**src/rtl/kbd_pkg.sv**
```systemverilog
// Shared keyboard-path definitions.
//   - entry_state_t : states of the digit entry sequencer
//   - DIGIT_MAX     : largest legal decimal digit from the decoder
//   - RELEASE_MIN   : minimum cycles spent with status low after a digit
//   - SC_*          : PS/2 set-2 make codes used by the digit decoder
//   - is_digit()    : range check for a decoded digit
package kbd_pkg;

  typedef enum logic [1:0] {
    IDLE     = 2'd0,
    WAIT_KEY = 2'd1,
    RELEASE  = 2'd2,
    DONE     = 2'd3
  } entry_state_t;

  localparam int DIGIT_MAX   = 9;
  localparam int RELEASE_MIN = 2;

  // Make codes for the main-row digit keys.
  localparam logic [7:0] SC_0      = 8'h45;
  localparam logic [7:0] SC_1      = 8'h16;
  localparam logic [7:0] SC_2      = 8'h1E;
  localparam logic [7:0] SC_3      = 8'h26;
  localparam logic [7:0] SC_4      = 8'h25;
  localparam logic [7:0] SC_5      = 8'h2E;
  localparam logic [7:0] SC_6      = 8'h36;
  localparam logic [7:0] SC_7      = 8'h3D;
  localparam logic [7:0] SC_8      = 8'h3E;
  localparam logic [7:0] SC_9      = 8'h46;
  // Prefix bytes: key release and extended key.
  localparam logic [7:0] SC_BREAK  = 8'hF0;
  localparam logic [7:0] SC_EXTEND = 8'hE0;

  function automatic logic is_digit(input logic [3:0] d);
    return (d <= 4'(DIGIT_MAX));
  endfunction

endpackage

```
**src/rtl/bcd_accumulate.sv**
```systemverilog
// Combinational decimal accumulate step: next = acc*10 + digit, saturating.
//   acc      [W-1:0] : current accumulated value
//   digit    [3:0]   : decimal digit to append (zero-extended)
//   next_acc [W-1:0] : new value, forced to all-ones when it does not fit
//   sat              : the true result exceeded 2^W-1
module bcd_accumulate #(
  parameter int W = 16
) (
  input  logic [W-1:0] acc,
  input  logic [3:0]   digit,
  output logic [W-1:0] next_acc,
  output logic         sat
);

  // Four extra bits hold acc*10 + 15 for any acc, so nothing is lost
  // before the saturation test.
  logic [W+3:0] wide_acc;
  logic [W+3:0] sum;

  assign wide_acc = {4'b0000, acc};
  assign sum      = (wide_acc << 3) + (wide_acc << 1) + {{W{1'b0}}, digit};
  assign sat      = |sum[W+3:W];
  assign next_acc = sat ? {W{1'b1}} : sum[W-1:0];

endmodule

```
**src/rtl/digit_entry_ctrl.sv**
```systemverilog
// Digit entry sequencer between the PS/2 digit decoder and a consumer.
// A req in IDLE starts an entry of DIGITS decimal digits; the binary result
// is returned on value with a one-cycle ack.
//
// Decoder handshake: status=1 enables the decoder. The decoder raises
// control with a digit on num and holds both until it sees status=0; it
// clears control one cycle after that. A digit is taken on the first cycle
// control=1 is seen in WAIT_KEY, then status stays low until control has
// fallen and at least RELEASE_MIN cycles have passed.
//
// Ports:
//   clk, rst_n   : clock, asynchronous active-low reset
//   req          : start an entry (only honoured in IDLE)
//   cancel       : abort an entry in progress, highest priority
//   control, num : decoder flag and digit
//   status       : decoder enable, high only while waiting for a key
//   busy         : entry in progress (any state but IDLE)
//   ack          : one-cycle pulse, value/overflow hold the new result
//   value        : last completed result, kept until the next completion
//   overflow     : last completed result saturated
//   state_dbg    : current sequencer state
module digit_entry_ctrl
  import kbd_pkg::*;
#(
  parameter int DIGITS = 4,
  parameter int W      = 16
) (
  input  logic         clk,
  input  logic         rst_n,
  input  logic         req,
  input  logic         cancel,
  input  logic         control,
  input  logic [3:0]   num,
  output logic         status,
  output logic         busy,
  output logic         ack,
  output logic [W-1:0] value,
  output logic         overflow,
  output entry_state_t state_dbg
);

  localparam logic [3:0] DIGITS_C   = 4'(DIGITS);
  localparam logic [1:0] DWELL_LAST = 2'(RELEASE_MIN - 1);

  entry_state_t state_q, state_d;
  logic [3:0]   cnt_q, cnt_d;
  logic [1:0]   dwell_q, dwell_d;
  logic [W-1:0] acc_q, acc_d;
  logic         ovf_q, ovf_d;
  logic [W-1:0] value_q, value_d;
  logic         overflow_q, overflow_d;

  logic [W-1:0] step_acc;
  logic         step_sat;

  bcd_accumulate #(.W(W)) u_acc (
    .acc      (acc_q),
    .digit    (num),
    .next_acc (step_acc),
    .sat      (step_sat)
  );

  always_ff @(posedge clk or negedge rst_n) begin
    if (!rst_n) begin
      state_q    <= IDLE;
      cnt_q      <= '0;
      dwell_q    <= '0;
      acc_q      <= '0;
      ovf_q      <= 1'b0;
      value_q    <= '0;
      overflow_q <= 1'b0;
    end else begin
      state_q    <= state_d;
      cnt_q      <= cnt_d;
      dwell_q    <= dwell_d;
      acc_q      <= acc_d;
      ovf_q      <= ovf_d;
      value_q    <= value_d;
      overflow_q <= overflow_d;
    end
  end

  always_comb begin
    state_d    = state_q;
    cnt_d      = cnt_q;
    dwell_d    = dwell_q;
    acc_d      = acc_q;
    ovf_d      = ovf_q;
    value_d    = value_q;
    overflow_d = overflow_q;

    case (state_q)
      IDLE: begin
        if (req) begin
          acc_d   = '0;
          cnt_d   = '0;
          ovf_d   = 1'b0;
          state_d = WAIT_KEY;
        end
      end

      WAIT_KEY: begin
        // An out-of-range digit is a decoder protocol error: keep waiting.
        if (control && is_digit(num)) begin
          acc_d   = step_acc;
          ovf_d   = ovf_q | step_sat;
          cnt_d   = cnt_q + 4'd1;
          dwell_d = '0;
          state_d = RELEASE;
        end
      end

      RELEASE: begin
        if (!control && (dwell_q >= DWELL_LAST)) begin
          if (cnt_q == DIGITS_C) begin
            // Result is published on entry to DONE so it is valid with ack.
            value_d    = acc_q;
            overflow_d = ovf_q;
            state_d    = DONE;
          end else begin
            state_d = WAIT_KEY;
          end
        end else if (dwell_q != DWELL_LAST) begin
          dwell_d = dwell_q + 2'd1;
        end
      end

      DONE: begin
        state_d = IDLE;
      end

      default: begin
        state_d = IDLE;
      end
    endcase

    // Abort wins over every other transition but leaves the last result.
    if (cancel && (state_q != IDLE)) begin
      state_d    = IDLE;
      value_d    = value_q;
      overflow_d = overflow_q;
    end
  end

  assign status    = (state_q == WAIT_KEY);
  assign busy      = (state_q != IDLE);
  assign ack       = (state_q == DONE);
  assign value     = value_q;
  assign overflow  = overflow_q;
  assign state_dbg = state_q;

endmodule

```
**config.mk**
```make
export PLATFORM = sky130hd
export DESIGN_NAME = digit_entry_ctrl
export DESIGN_NICKNAME = d
export VERILOG_FILES = /design/src/rtl/kbd_pkg.sv /design/src/rtl/bcd_accumulate.sv /design/src/rtl/digit_entry_ctrl.sv
export SDC_FILE = /design/constraint.sdc
export NUM_CORES = 1
export LEC_CHECK = 0
export ABC_CLOCK_PERIOD_IN_PS = 4170
export CAP_MARGIN = 20
export CORE_ASPECT_RATIO = 0.6
export CORE_MARGIN = 2
export CORE_UTILIZATION = 46
export CTS_CLUSTER_DIAMETER = 120
export DETAILED_ROUTE_END_ITERATION = 10
export PLACE_DENSITY = 0.74
export SETUP_SLACK_MARGIN = 0.05
export SYNTH_ARGS = -nofsm -noshare
export SYNTH_HDL_FRONTEND = slang
export SYNTH_SLANG_ARGS = --single-unit
```
**constraint.sdc**
```tcl
create_clock -name clk -period 4.17 [get_ports clk]
set_clock_uncertainty 0.05 [all_clocks]
set_input_delay 0.834 -clock clk [delete_from_list [all_inputs] [get_ports clk]]
set_output_delay 0.834 -clock clk [all_outputs]
set_load 0.1 [all_outputs]
```
==> flow_metrics.tcl <==
set metrics [dict create \
    yosys.area.top_type_share_pct 35.3 \
    numCtsBuffers 5 \
    netlist_top_cells_count "dfrtp_1 (42), ha_1 (35), a21oi_1 (27)" \
    fmax_ghz 0.260 \
    grt_max_degree 43 \
    tightest_slew_ns 0.980 \
    ir_drop_mv 0.289 \
    syn2layout_area_growth_pct 17.6 \
    netlist_area_um2 2980 \
    syn_avg_cell_area_um2 10.2 \
    ys.warnings.count 0 \
    crit_fanout 17 \
    hold_path.class "register to register" \
    regToRegSetupSlack_ns 0.78 \
    yosysMostFrequentCell "dfrtp_1" \
    hold_viol 0 \
    final_cells 411 \
    rsz0062_at_grt "false" \
    ys.flop_type "dfrtp_1" \
    worstSkewPairLatency_ns 0.31 \
    grt_usage_pct 20.7 \
    synth_compound_area_share_pct 19.8 \
    worstSetupEndpoint "acc_q[3]" \
    slew_violations 0 \
    cp_data_arrival_time_ns 3.97 \
    r2r_start "acc_q[2]" \
    coreArea_um2 6190 \
    synth_top_family_by_area "compound AO/OA/AOI/OAI gates" \
    startpoint "num[3]" \
    grt_overflow 0 \
    setup-tns-final_ns 0 \
    ff2ff_path_depth 11 \
    ys_seq_elements 42 \
    synth_xor_area_share_pct 4.12 \
    antenna_cells 0 \
    critPathCaptureType "register" \
    synth-edff-count 0 \
    fp.dieW_um 108 \
    drive_above_1_share_pct 14.4 \
    slew_headroom_pct 34.5 \
    yosys.area.top_type "dfrtp_1" \
    cts_htree_levels 2 \
    post_drt_via_cell_ratio 5.87 \
    synth-async-reset-ratio_pct 100 \
    place_congestion 0.845 \
    dieArea_um2 7150 \
    avgRoutedWirePerCell_um 16.5 \
    synth.area.top_cells "dfrtp_1 (35%), ha_1 (15%), mux2_2 (6.1%)" \
    grt_pass1_wl_um 11200 \
    io_pins 31 \
    setup_viol 0 \
    post-place-cells 404 \
    cts_setup_buffers 0 \
    power.total_mw 2.48 \
    dp_hpwl_um 5040 \
    clkSinkCount 42 \
    fin_crit_ns 3.85 \
    portBuffers 30 \
    crit_type "primary input to register" \
    synth_fa_ha_area_share_pct 16.1 \
    multiInputGateArea_um2 1800 \
    nFillCells 521 \
    grt_pass1_vias 2209 \
    core.rowCount 22 \
    clk_root_buffer_cell "clkbuf_8" \
    yosysSeqAreaShare_pct 35.3 \
    synthSimpleGateAreaFrac_pct 13.5 \
    final_nets 373 \
    cap_violations 0 \
    vias 2413 \
    grt_antenna_before_repair 0 \
    start_kind "primary input" \
    status "completed" \
    synth_cell_type_count 55 \
    drt-initial-drc-count 99 \
    syn_nets 339 \
    drc 0 \
    synth.area.mux_share_pct 7.11 \
    clock_path_buffers 2 \
    p_leak_nw 1.58 \
    start_util_pct 48.0 \
    drtPass1Iterations 4 \
    antenna_left 0 \
    hold_buffers 0 \
    clkTransAtPathRegs_ns 0.08 \
    cts_tree "done" \
    netlist_instances 293 \
    powerDensity_nw_per_um2 708 \
    die_h_um 66.3 \
    crit_required_ns 4.29 \
    drt_wl_total_um 6780 \
    regArea_um2 1050 \
    min_period_over_period_pct 92.3 \
    rr_endpoint "acc_q[3]" \
]
layout by cell type, fill, tap and decap left out, types with 2 or more instances in the layout:
master and count:
dfrtp_1 42, ha_1 35, clkdlybuf4s50_1 29, a21oi_1 27, nor2_1 21, mux2_2 16, nand2_1 15, inv_1 14
o21ai_0 14, a31oi_1 10, xor2_1 9, nand3_1 8, a41oi_1 7, clkbuf_8 6, nand2b_1 5, and3_1 5
xnor2_1 5, buf_4 5, nor3_1 4, nor2b_1 3, a211oi_1 3, nand4_1 3, a41oi_2 3, and2_1 2
a21oi_2 2, nand3b_1 2, mux2i_1 2, fa_1 2, buf_12 2
what timing repair did:
item,CTS,global route
hold endpoints to repair,0,0
resized for setup,0,0
endpoints found under the setup margin,0,1
per-stage QoR:
step	area [um^2]	worst slack (ns)	hold WS [ns]	util (%)
2_1_floorplan	2980	0.353	0.418	-
3_5_place_dp	3390	-0.0668	0.432	54.7
6_report	3500	0.320	0.446	56.5
3_3_place_gp	3390	0.0202	0.424	54.7
4_1_cts	3500	0.267	0.451	56.5
5_1_grt	3500	0.102	0.472	56.5
layout make-up:
class	instances	area share, %
clock buffer	6	2.36
clock inverter	1	0.858
inverter	14	1.50
multi-input combinational	227	51.6
sequential	42	30.0
tap	84	3.00
timing repair buffer	37	10.7
per-layer routing:
layer | part of all wire, % | global-route usage [%] | wire length (um) | vias to the layer above
met2 | 44 | 30.6 | 2960 | 69
met4 | 1.5 | 7.05 | 105 | 0
li1 | - | - | - | 1152
met3 | 5.2 | 4.93 | 352 | 11
met5 | 0 | 0 | 0 | -
met1 | 50 | 29.7 | 3360 | 1181
critical path: stages:
cell	delay, ns
clkdlybuf4s50_1	0.44
fa_1	0.52
inv_1	0.06
fa_1	0.43
nand2b_1	0.18
a21oi_2	0.20
o21ai_1	0.12
or3_4	0.40
a311oi_2	0.24
o221a_2	0.24
buf_12	0.15
a41oi_1	0.13
worst min path at each step:
stage               cells past startpoint  startpoint          to  slack [ns]
floorplan                               2  dwell_q[1]  dwell_q[1]        0.42
global placement                        1    value[8]    value[8]        0.42
detailed placement                      1    value[8]    value[8]        0.43
CTS                                     1    value[8]    value[8]        0.45
global route                            1    value[8]    value[8]        0.47
finish                                  1    value[8]    value[8]        0.45
where the power goes:
part	total (mW)	switching (mW)	internal [mW]
clock	0.337	0.145	0.192
sequential	0.606	0.117	0.489
combinational	1.53	0.909	0.624
logic make-up (layout without fill, tap and decap cells):
| logic type | after synthesis | in the layout |
|---|---|---|
| mux | 19 | 19 |
| compound gates | 82 | 82 |
| flops | 42 | 42 |
| xor+xnor | 14 | 14 |
| buf+inv | 24 | 58 |
| simple gates | 75 | 75 |
| fa+ha+maj | 37 | 37 |
flip-flops by register name (all words and copies together), names as in the netlist:
signal and cells:
acc_q 16, cnt_q 4, dwell_q 2, ovf_q 1, state_dbg 2, overflow 1
value 16
(Power assumes the default switching activity.)
